`config.mk`:
```
export PLATFORM = sky130hd
export DESIGN_NAME = instr_fetch_unit_flat
export DESIGN_NICKNAME = d
export VERILOG_FILES = /design/src/rtl/instr_fetch_unit_if.sv /design/src/rtl/instr_fetch_unit.sv /design/src/flat_wrapper.sv
export SDC_FILE = /design/constraint.sdc
export NUM_CORES = 1
export LEC_CHECK = 0
export ABC_CLOCK_PERIOD_IN_PS = 2900
export BUFFER_PORTS_ARGS = -buffer_cell sky130_fd_sc_hd__buf_2
export CAP_MARGIN = 20
export CORE_ASPECT_RATIO = 1.4
export CORE_UTILIZATION = 50
export CTS_CLUSTER_DIAMETER = 50
export DETAILED_ROUTE_END_ITERATION = 6
export GPL_TIMING_DRIVEN = 1
export PLACE_DENSITY = 0.82
export SLEW_MARGIN = 20
export SYNTH_ARGS = -nofsm -noshare
export SYNTH_HDL_FRONTEND = slang
export SYNTH_SLANG_ARGS = --single-unit
```
`constraint.sdc`:
```
create_clock -name clk -period 2.9 [get_ports clk]
set_input_delay 0.58 -clock clk [delete_from_list [all_inputs] [get_ports clk]]
set_output_delay 0.58 -clock clk [all_outputs]
set_load 0.03 [all_outputs]
```
`src/rtl/instr_fetch_unit_if.sv`:
```
// Bundle for the fetch unit. It groups the instruction-memory request and
// response signals, the decode-side valid/ready pair with its payload, and
// the redirect inputs coming back from execute.
interface instr_fetch_unit_if #(
    parameter int XLEN = 32
);
    // instruction memory request / response
    logic            imem_req_valid;
    logic            imem_req_ready;
    logic [XLEN-1:0] imem_addr;
    logic            imem_rsp_valid;
    logic [XLEN-1:0] imem_rsp_data;

    // toward decode
    logic            instr_valid;
    logic            instr_ready;
    logic [XLEN-1:0] instr;
    logic [6:0]      op;
    logic [XLEN-1:0] instr_pc;
    logic [XLEN-1:0] instr_pc_plus4;

    // from execute
    logic            redirect;
    logic [XLEN-1:0] redirect_target;

    // fetch unit side
    modport master (
        output imem_req_valid,
        output imem_addr,
        input  imem_req_ready,
        input  imem_rsp_valid,
        input  imem_rsp_data,
        output instr_valid,
        output instr,
        output op,
        output instr_pc,
        output instr_pc_plus4,
        input  instr_ready,
        input  redirect,
        input  redirect_target
    );

    // memory / decode / execute side
    modport slave (
        input  imem_req_valid,
        input  imem_addr,
        output imem_req_ready,
        output imem_rsp_valid,
        output imem_rsp_data,
        input  instr_valid,
        input  instr,
        input  op,
        input  instr_pc,
        input  instr_pc_plus4,
        output instr_ready,
        output redirect,
        output redirect_target
    );
endinterface

```
`src/rtl/instr_fetch_unit.sv`:
```
// Instruction fetch front end. Holds the PC, keeps at most one request
// outstanding to instruction memory, buffers the returned word for decode,
// and squashes wrong-path fetches when execute redirects the PC.
module instr_fetch_unit #(
    parameter int              XLEN     = 32,
    parameter logic [XLEN-1:0] RESET_PC = '0
) (
    input  logic                   clk,
    input  logic                   rst_n,
    instr_fetch_unit_if.master     bus
);

    typedef enum logic [1:0] {
        ST_REQ  = 2'd0,  // issue a request for pc
        ST_WAIT = 2'd1,  // one request outstanding
        ST_HOLD = 2'd2   // instruction buffered toward decode
    } state_e;

    localparam logic [XLEN-1:0] PC_STEP = XLEN'(4);

    state_e          state_q, state_d;
    logic [XLEN-1:0] pc_q, pc_d;
    logic            kill_q, kill_d;
    logic            instr_valid_q, instr_valid_d;
    logic [XLEN-1:0] instr_q, instr_d;
    logic [XLEN-1:0] instr_pc_q, instr_pc_d;

    logic [XLEN-1:0] target_aligned;

    // Redirect targets are always word aligned; low two bits are dropped.
    assign target_aligned = {bus.redirect_target[XLEN-1:2], 2'b00};

    // A redirect in REQ suppresses the request so the stale pc never goes out.
    assign bus.imem_req_valid = (state_q == ST_REQ) & ~bus.redirect & rst_n;
    assign bus.imem_addr      = pc_q;
    assign bus.instr_valid    = instr_valid_q;
    assign bus.instr          = instr_q;
    assign bus.op             = instr_q[6:0];
    assign bus.instr_pc       = instr_pc_q;
    assign bus.instr_pc_plus4 = instr_pc_q + PC_STEP;

    // Next-state logic: fetch sequencing, response capture and redirect handling.
    always_comb begin
        state_d       = state_q;
        pc_d          = pc_q;
        kill_d        = kill_q;
        instr_valid_d = instr_valid_q;
        instr_d       = instr_q;
        instr_pc_d    = instr_pc_q;

        unique case (state_q)
            ST_REQ: begin
                if (bus.redirect) begin
                    pc_d = target_aligned;
                end else if (bus.imem_req_ready) begin
                    state_d = ST_WAIT;
                end
            end

            ST_WAIT: begin
                if (bus.imem_rsp_valid) begin
                    if (!kill_q && !bus.redirect) begin
                        instr_d       = bus.imem_rsp_data;
                        instr_pc_d    = pc_q;
                        instr_valid_d = 1'b1;
                        state_d       = ST_HOLD;
                    end else begin
                        // Wrong-path response: drop it and refetch from pc.
                        if (bus.redirect) begin
                            pc_d = target_aligned;
                        end
                        kill_d  = 1'b0;
                        state_d = ST_REQ;
                    end
                end else if (bus.redirect) begin
                    // Request still in flight; remember to discard its data.
                    pc_d   = target_aligned;
                    kill_d = 1'b1;
                end
            end

            ST_HOLD: begin
                if (bus.redirect) begin
                    pc_d          = target_aligned;
                    instr_valid_d = 1'b0;
                    state_d       = ST_REQ;
                end else if (bus.instr_ready) begin
                    pc_d          = pc_q + PC_STEP;
                    instr_valid_d = 1'b0;
                    state_d       = ST_REQ;
                end
            end

            default: begin
                state_d = ST_REQ;
            end
        endcase
    end

    // State register with synchronous active-low reset.
    always_ff @(posedge clk) begin
        if (!rst_n) begin
            state_q       <= ST_REQ;
            pc_q          <= RESET_PC;
            kill_q        <= 1'b0;
            instr_valid_q <= 1'b0;
            instr_q       <= '0;
            instr_pc_q    <= '0;
        end else begin
            state_q       <= state_d;
            pc_q          <= pc_d;
            kill_q        <= kill_d;
            instr_valid_q <= instr_valid_d;
            instr_q       <= instr_d;
            instr_pc_q    <= instr_pc_d;
        end
    end

endmodule

```
`src/flat_wrapper.sv`:
```
// flat-port wrapper written by rule: the top's interface ports become plain ports
module instr_fetch_unit_flat 
#(
    parameter int              XLEN     = 32,
    parameter logic [XLEN-1:0] RESET_PC = '0
)
  (clk, rst_n, bus_imem_req_valid, bus_imem_addr, bus_imem_req_ready, bus_imem_rsp_valid, bus_imem_rsp_data, bus_instr_valid, bus_instr, bus_op, bus_instr_pc, bus_instr_pc_plus4, bus_instr_ready, bus_redirect, bus_redirect_target);
  instr_fetch_unit_if #(.XLEN(XLEN)) bus_i ();
  input  logic clk;
  input  logic rst_n;
  output wire logic [$bits(bus_i.imem_req_valid)-1:0] bus_imem_req_valid;
  output wire logic [$bits(bus_i.imem_addr)-1:0] bus_imem_addr;
  input wire logic [$bits(bus_i.imem_req_ready)-1:0] bus_imem_req_ready;
  input wire logic [$bits(bus_i.imem_rsp_valid)-1:0] bus_imem_rsp_valid;
  input wire logic [$bits(bus_i.imem_rsp_data)-1:0] bus_imem_rsp_data;
  output wire logic [$bits(bus_i.instr_valid)-1:0] bus_instr_valid;
  output wire logic [$bits(bus_i.instr)-1:0] bus_instr;
  output wire logic [$bits(bus_i.op)-1:0] bus_op;
  output wire logic [$bits(bus_i.instr_pc)-1:0] bus_instr_pc;
  output wire logic [$bits(bus_i.instr_pc_plus4)-1:0] bus_instr_pc_plus4;
  input wire logic [$bits(bus_i.instr_ready)-1:0] bus_instr_ready;
  input wire logic [$bits(bus_i.redirect)-1:0] bus_redirect;
  input wire logic [$bits(bus_i.redirect_target)-1:0] bus_redirect_target;
  assign bus_imem_req_valid = bus_i.imem_req_valid;
  assign bus_imem_addr = bus_i.imem_addr;
  assign bus_i.imem_req_ready = bus_imem_req_ready;
  assign bus_i.imem_rsp_valid = bus_imem_rsp_valid;
  assign bus_i.imem_rsp_data = bus_imem_rsp_data;
  assign bus_instr_valid = bus_i.instr_valid;
  assign bus_instr = bus_i.instr;
  assign bus_op = bus_i.op;
  assign bus_instr_pc = bus_i.instr_pc;
  assign bus_instr_pc_plus4 = bus_i.instr_pc_plus4;
  assign bus_i.instr_ready = bus_instr_ready;
  assign bus_i.redirect = bus_redirect;
  assign bus_i.redirect_target = bus_redirect_target;
  instr_fetch_unit #(.XLEN(XLEN), .RESET_PC(RESET_PC)) u_core (.clk(clk), .rst_n(rst_n), .bus(bus_i));
endmodule
```
After elaboration in Yosys (flattened, before gate mapping). Cells that the tools add are included.

Register bits after elaboration: 100. Latch bits: 0. RAM bits: 0. ROM bits: 0. Input bits: 70. Output and inout bits: 137. Logic and storage cells: 53. Memories kept: 0.

Add/sub/neg operators: 2. Multiply operators: 0. Divide/modulo/power cells: 0. Order comparisons: 0. Equality and inequality tests: 9. Shift-type cells: 0. Multiplexer cells: 21. Bitwise logic cells: 3. Reductions and logical operators: 12.

Operators with widths (number): $mux W32 (5); $pmux W32 S3 (1); $add A32 B3 Y32 const B (2); $mux W2 (6); $reduce_and A3 Y1 (3); $ne A2 B2 Y1 const B (4); $reduce_and A4 Y1 (2); $mux W1 (7); $ne A3 B3 Y1 const B (2); $pmux W2 S3 (1); $reduce_bool A2 Y1 (2); $reduce_bool A3 Y1 (1); $and A1 B1 Y1 (2); $eq A2 B1 Y1 const B (1); $eq A2 B2 Y1 const B (1); $logic_not A1 Y1 (2); $logic_not A2 Y1 (1); $ne A2 B1 Y1 const B (1); $pmux W1 S2 (1); $logic_and A1 B1 Y1 (1); $not A1 Y1 (1).

Longest topological paths before layout. Gate-level depths: netlist of the first run.

Depth in word-level cells: 5. Depth in mapped cells: 7. Depth with buffers taken out: 5.

Worst setup path before layout of the first run. Ideal clock, no wire load.

Path type: register to output. Start: reg u_core.instr_pc_q[2] (netlist: u_core.bus.instr_pc[2]). End: out bus_instr_pc_plus4[18]. Arrival: 2070 ps. Required time: 2320 ps. Path slack: 250 ps. Stages on the path, launching flop included: 6. Path buffers: 0. Cell sequence: dfxtp_1 ha_1 inv_1 nor4_4 nand4_1 xnor2_1.

Longest elaborated chain between the ends: 1.

Ends and longest elaborated chain: from (decl) (RTL line instr_fetch_unit.sv:26) `logic [XLEN-1:0] instr_pc_q, instr_pc_d;`; from (signal assigned) (RTL line instr_fetch_unit.sv:115) `instr_pc_q <= instr_pc_d;`; $add A32 B3 Y32 (RTL line instr_fetch_unit.sv:40) `assign bus.instr_pc_plus4 = instr_pc_q + PC_STEP;`; to (decl) (RTL line flat_wrapper.sv:20) `output wire logic [$bits(bus_i.instr_pc_plus4)-1:0] bus_instr_pc_plus4;`.

Every way passes these cells.

Worst setup path in the final report of the first run.
Start: reg u_core.instr_pc_q[2] (netlist: u_core.bus.instr_pc[2]). End: out bus_instr_pc_plus4[24].

The elaborated chain is that of the path after synthesis.

==> metrics.cfg, run 1 <==
[status]
status = finished, final reports clean

[sta]
finClkSkew_ps = 6.12
grt_setup_unrepaired = false
slew_headroom = 0.272
fin_ws_ps = 154
whs_ps = 454
finalHoldViolations = 0
min_period_ps = 2750
tightest_slew_ps = 1090
tns_ps = 0
slew_violations = 0
finalSetupViolations = 0
period_share = 0.947
max_freq_mhz = 364

[placement]
gp_congestion = 0.909
hpwl_um = 11900
port-buffer-count = 198
placed_area_um2 = 6190
dp_slack_ps = 394

[logic_synthesis]
yosys-top-cells-count = nand2_1, dfxtp_1, a21oi_1
syn-cell-area_um2 = 5210
synth_edf_count = 0
yosys-top-cells-area = dfxtp_1, nand2_1, a21oi_1
ys_ff_latch = 96
synth_top_area_frac = 0.369
syn_area_per_cell_um2 = 7.59
synthArstFlopShare = 0
post_synth_num_cell_types = 73
yosysWarnings = 0
synth-main-ff-cell = dfxtp_1
synth_area_leader_cell = dfxtp_1
yosysMostFrequentCell = nand2_1
synth-seq-area-share = 0.369
syn_inst = 687

[detailed_routing]
vias = 5809
drcViolationCount = 0
routed_wl_um = 16400
drtAntennaViolNets = 0
drt_iter0_markers = 364
dr.pass1.iters = 5
viasPerCell = 5.86
wl_per_cell_um = 16.6

[floorplanning]
die_x_um = 88.3
dieHeight_um = 123
fp.coreArea_um2 = 10000
io_pins = 207
initial_core_util = 0.521
fp.dieArea_um2 = 10800
rows = 43

[clock_tree]
cts_made_buffers = 9
hold_buffers = 0
htree_levels = 3
worst_skew_pair.late_latency_ps = 340
clock_path_buffers = 2
cts_root_buf = clkbuf_16
cts_tree = yes
clk_pin_slew_ps = 60
clkSinkCount = 96

[grt]
gr-usage-all-layers = 0.295
gr-total-overflow = 0
antenna_found_initial = 0
grt_max_degree = 65
first_global_vias = 5305
grt_pass1_wl_um = 24900

[critical_path]
cp-end-kind = output port
path_max_fanout = 9
crit_required_ps = 2320
worstPathArrival_ps = 2170
startpoint_type = register
critPathKind = reg -> out

[min_path]
hold_path.class = reg -> reg

[finish]
drive_gt1_frac = 0.286
nFillCells = 939
layout.nets = 925
ff_latch_area_um2 = 1920
multi_input_area_um2 = 2990
stdcell_area_um2 = 6540
antenna_cells = 0
syn_to_final_growth_pct = 25.3

[job]
cap_violations = 0

[power]
p_leak_nw = 2.80
power_w = 0.00307
p_per_area_nw_per_um2 = 470
irDropWorstVdd_v = 0.000272

## stage by stage
stage | std cells | util
CTS | 990 | 0.651
floorplan | 692 | -
global route | 991 | 0.653
finish | 991 | 0.653
global placement | 976 | 0.619
detailed placement | 976 | 0.619
## routing by layer
layer	track usage	share of wire	vias up
li1	-	-	2783
met1	0.334	0.38	2692
met2	0.526	0.52	296
met3	0.0471	0.072	38
met4	0.146	0.028	0
met5	0	0	-
## state kept, by name, indices dropped and copies added (netlist names)
register / flops
u_core.bus.instr_pc: 30
u_core.bus.imem_addr: 30
u_core.kill_q: 1
u_core.bus.instr: 32
u_core.state_q: 2
u_core.bus.instr_valid: 1
## cells in the final DEF (no fill, tap or decap), drive strengths merged, types with 3 or more instances in the layout
master and count:
clkbuf 10, o221ai 3, and3 10, a211oi 3, xnor2 23, nand2 164, buf 210, a41oi 3
o211ai 3, nor2 32, conb 6, a311oi 4, xor2 5, or4 4, nor3 10, nand3 26
o31a 3, o221a 3, bufinv 3, a31oi 8, and2 12, or3b 3, or3 3, nand4 25
nor4 17, o21ai 15, nor3b 3, o311ai 4, inv 10, o22ai 6, a22oi 4, dfxtp 96
and4 10, a21oi 82
## what timing repair did
item,4_1_cts,5_1_grt
setup endpoints to repair,0,12
buffers inserted,0,1
resized for setup,0,1
## worst paths after layout
path | cells after the start | from | slack, ps | endpoint
max | 7 | u_core.bus.instr_pc[2] | 150 | bus_instr_pc_plus4[24]
min | 2 | u_core.bus.instr[20] | 450 | u_core.bus.instr[20]
max reg2reg | 5 | u_core.bus.imem_addr[2] | 550 | u_core.bus.imem_addr[20]
min reg2reg | 2 | u_core.bus.instr[20] | 450 | u_core.bus.instr[20]
## cells by family after synthesis
group | Yosys count | synth area share
DFF | 96 | 0.369
buffers and inverters | 70 | 0.0648
other | 1 | 0.000719
xor gates and xnor gates | 28 | 0.0470
AOI/OAI and AO/OA | 164 | 0.200
and+or+nand+nor | 326 | 0.314
adders and majority gates | 2 | 0.00480
## power by group
part           switching [W]  internal, W  leakage [nW]  total, W
clock               0.000478     0.000832         0.158   0.00131
sequential         0.0000679      0.00136         0.780   0.00142
combinational       0.000223     0.000118          1.86  0.000341
## final cells by class
cell class	count	area share
Clock buffer	10	0.0350
Clock inverter	4	0.0146
Inverter	10	0.00574
Multi-Input combinational cell	526	0.457
Sequential cell	96	0.294
Tap cell	135	0.0258
Timing Repair Buffer	210	0.167
## critical path, cell delays in order (launching register included)
cell	delay, ps
dfxtp_1	430
ha_1	260
inv_1	100
nor4_4	260
buf_4	210
nand4_1	150
xnor2_1	190
buf_2	220
No activity file was read; power rests on OpenSTA's default activity.
==> inputs of run 2 (changes only) <==
- CORE_ASPECT_RATIO: 1.4 -> 1.1
==> run 2 against run 1 <==
Combinational power hardly changed. Clock skew is 5.5 ps higher. Global-route usage is 0.44 points higher. Critical endpoint is now bus_instr_pc_plus4[30]. Fmax is 0.59% lower. Sequential cell count stayed put. Highest routed layer unchanged. Hold slack worse by 20 ps. Largest cell class unchanged. Final cell count is 1.5% lower.
==> metrics.cfg, run 2 (synthesized netlist as in run 1, its figures left out) <==
[sta]
max_freq_mhz = 362  ; -0.59%
grt_setup_unrepaired = false
tightest_slew_ps = 704  ; -387 ps
finalHoldViolations = 0  ; unchanged
period_share = 0.952  ; +0.00558
finalSetupViolations = 0  ; unchanged
tns_ps = 0  ; unchanged
min_period_ps = 2760  ; +16.2 ps
whs_ps = 434  ; -19.8 ps
slew_headroom = 0.526  ; +0.254
slew_violations = 0  ; unchanged
finClkSkew_ps = 11.7  ; +5.54 ps

[grt]
first_global_vias = 5327  ; +0.41%
gr-total-overflow = 0  ; unchanged
gr-usage-all-layers = 0.299  ; +0.00436
antenna_found_initial = 0  ; unchanged
grt_pass1_wl_um = 26000  ; +4.5%
grt_max_degree = 65  ; unchanged

[power]
p_switching_w = 0.000764  ; -0.61%
p_per_area_nw_per_um2 = 410  ; -13%
p_leak_nw = 2.74  ; -2.1%
p_comb_frac = 0.130  ; +0.019
switching_share = 0.292  ; +0.0420
irDropWorstVdd_v = 0.000209  ; -23%
pwr-share-clk = 0.326  ; -0.100
p_seq_frac = 0.543  ; +0.080
internal-power_w = 0.00185  ; -20%

[clock_tree]
clk_pin_slew_ps = 90  ; +30 ps
cts_made_buffers = 9  ; unchanged
cts_root_buf = clkbuf_8
htree_levels = 3  ; unchanged
hold_buffers = 0  ; unchanged
clock_path_buffers = 2  ; unchanged
clkSinkCount = 96  ; unchanged
worst_skew_pair.late_latency_ps = 380  ; +40 ps
cts_tree = yes

[finish]
stdcell_count = 976  ; -1.5%
stdcell_area_um2 = 6380  ; -2.4%
layout_common_cells = buf_2, nand2_1, dfxtp_1, a21oi_1, nor2_1
drive_gt1_frac = 0.286  ; unchanged
antenna_cells = 0  ; unchanged
syn_to_final_growth_pct = 22.3
nFillCells = 875  ; -6.8%
final_common_cell = buf_2
largest_reg_flops = 32  ; unchanged
layout.nets = 923  ; -0.22%

[critical_path]
crit_required_ps = 2320  ; about the same
slowest_stage = dfxtp_1
cp-end-kind = output port
critPathKind = reg -> out
crit_path_max_incr_delay_ps = 420  ; about the same
path_max_fanout = 9  ; unchanged
worstPathArrival_ps = 2180  ; about the same
crit_chain = ha_1, inv_1, nor4_4, buf_4, nand3_1, xnor2_1, buf_2
startpoint_type = register

[detailed_routing]
drtAntennaViolNets = 0  ; unchanged
routed_wl_um = 16500  ; +0.55%
dr.pass1.iters = 5  ; unchanged
drcViolationCount = 0  ; unchanged
drt_iter0_markers = 384  ; +5.5%
vias = 5810  ; +0.017%
wl_per_cell_um = 16.9  ; +2.1%
viasPerCell = 5.95  ; +1.6%

[placement]
port-buffer-count = 198  ; unchanged
gp_congestion = 0.924  ; +1.7%
placed_area_um2 = 6170  ; -0.46%
dp.cells = 958  ; -1.8%
hpwl_um = 11700  ; -1.8%

[floorplanning]
io_pins = 207  ; unchanged
fp.coreArea_um2 = 9980  ; -0.23%
rows = 38  ; -12%
initial_core_util = 0.522  ; +0.00118
dieHeight_um = 109  ; -11%
die_x_um = 99.4  ; +13%
fp.dieArea_um2 = 10800  ; about the same

[status]
status = finished, final reports clean

[min_path]
hold_path.class = in -> reg

[job]
cap_violations = 0  ; unchanged

## run 2: final timing paths
kind / startpoint / to / slack, ps / depth (start not counted)
setup reg to reg: u_core.bus.imem_addr[2] / u_core.bus.imem_addr[20] / 490 / 5
hold / removal: bus_imem_req_ready / u_core.state_q[0] / 430 / 3
hold reg to reg: u_core.bus.instr[8] / u_core.bus.instr[8] / 450 / 2
setup / recovery: u_core.bus.instr_pc[3] / bus_instr_pc_plus4[30] / 140 / 7
## run 2: repair_timing
| item | 4_1_cts | 5_1_grt |
|---|---|---|
| resized for setup | 0 | 1 |
| buffers inserted | 0 | 2 |
| endpoints found under the setup margin | 1 | 12 |
| pin swaps | 1 | 1 |
## run 2: critical path, delay by kind of cell, from the launching register on
family | cells | cell delay [ps]
adder cells (fa/ha/maj) | 1 | 240
buffers and inverters | 3 | 560
AND/OR/NAND/NOR | 2 | 390
XOR/XNOR | 1 | 190
flip-flops | 1 | 420
## run 2: cell type report
cell class	instances	area, um^2	share of cell area
Tap cell	120	150	0.0235
Inverter	10	37.5	0.00589
Clock inverter	3	15.0	0.00235
Clock buffer	13	169	0.0265
Multi-Input combinational cell	526	2990	0.469
Timing Repair Buffer	208	1090	0.171
Sequential cell	96	1920	0.301
## run 2: per-stage QoR
step,worst slack [ps],total power [W],utilization
global placement,424,0.00178,0.618
floorplan,250,0.00166,-
CTS,33.9,0.00262,0.636
global route,58.5,0.00272,0.639
finish,138,0.00262,0.639
detailed placement,402,0.00179,0.618
## run 2: routing by layer
metal / vias to the layer above / track usage / wire length, um
li1: 2766 / - / -
met5: - / 0 / 0
met1: 2682 / 0.380 / 6800
met3: 40 / 0.0442 / 1320
met4: 0 / 0.128 / 377
met2: 322 / 0.507 / 8000
## run 2: power groups by stage
| stage | clock [W] | sequential, W | combinational, W |
|---|---|---|---|
| floorplan | 0 | 0.00149 | 0.000167 |
| global placement | 0 | 0.00145 | 0.000331 |
| detailed placement | 0 | 0.00145 | 0.000338 |
| CTS | 0.000862 | 0.00142 | 0.000339 |
| global route | 0.000922 | 0.00143 | 0.000366 |
| finish | 0.000853 | 0.00142 | 0.000341 |
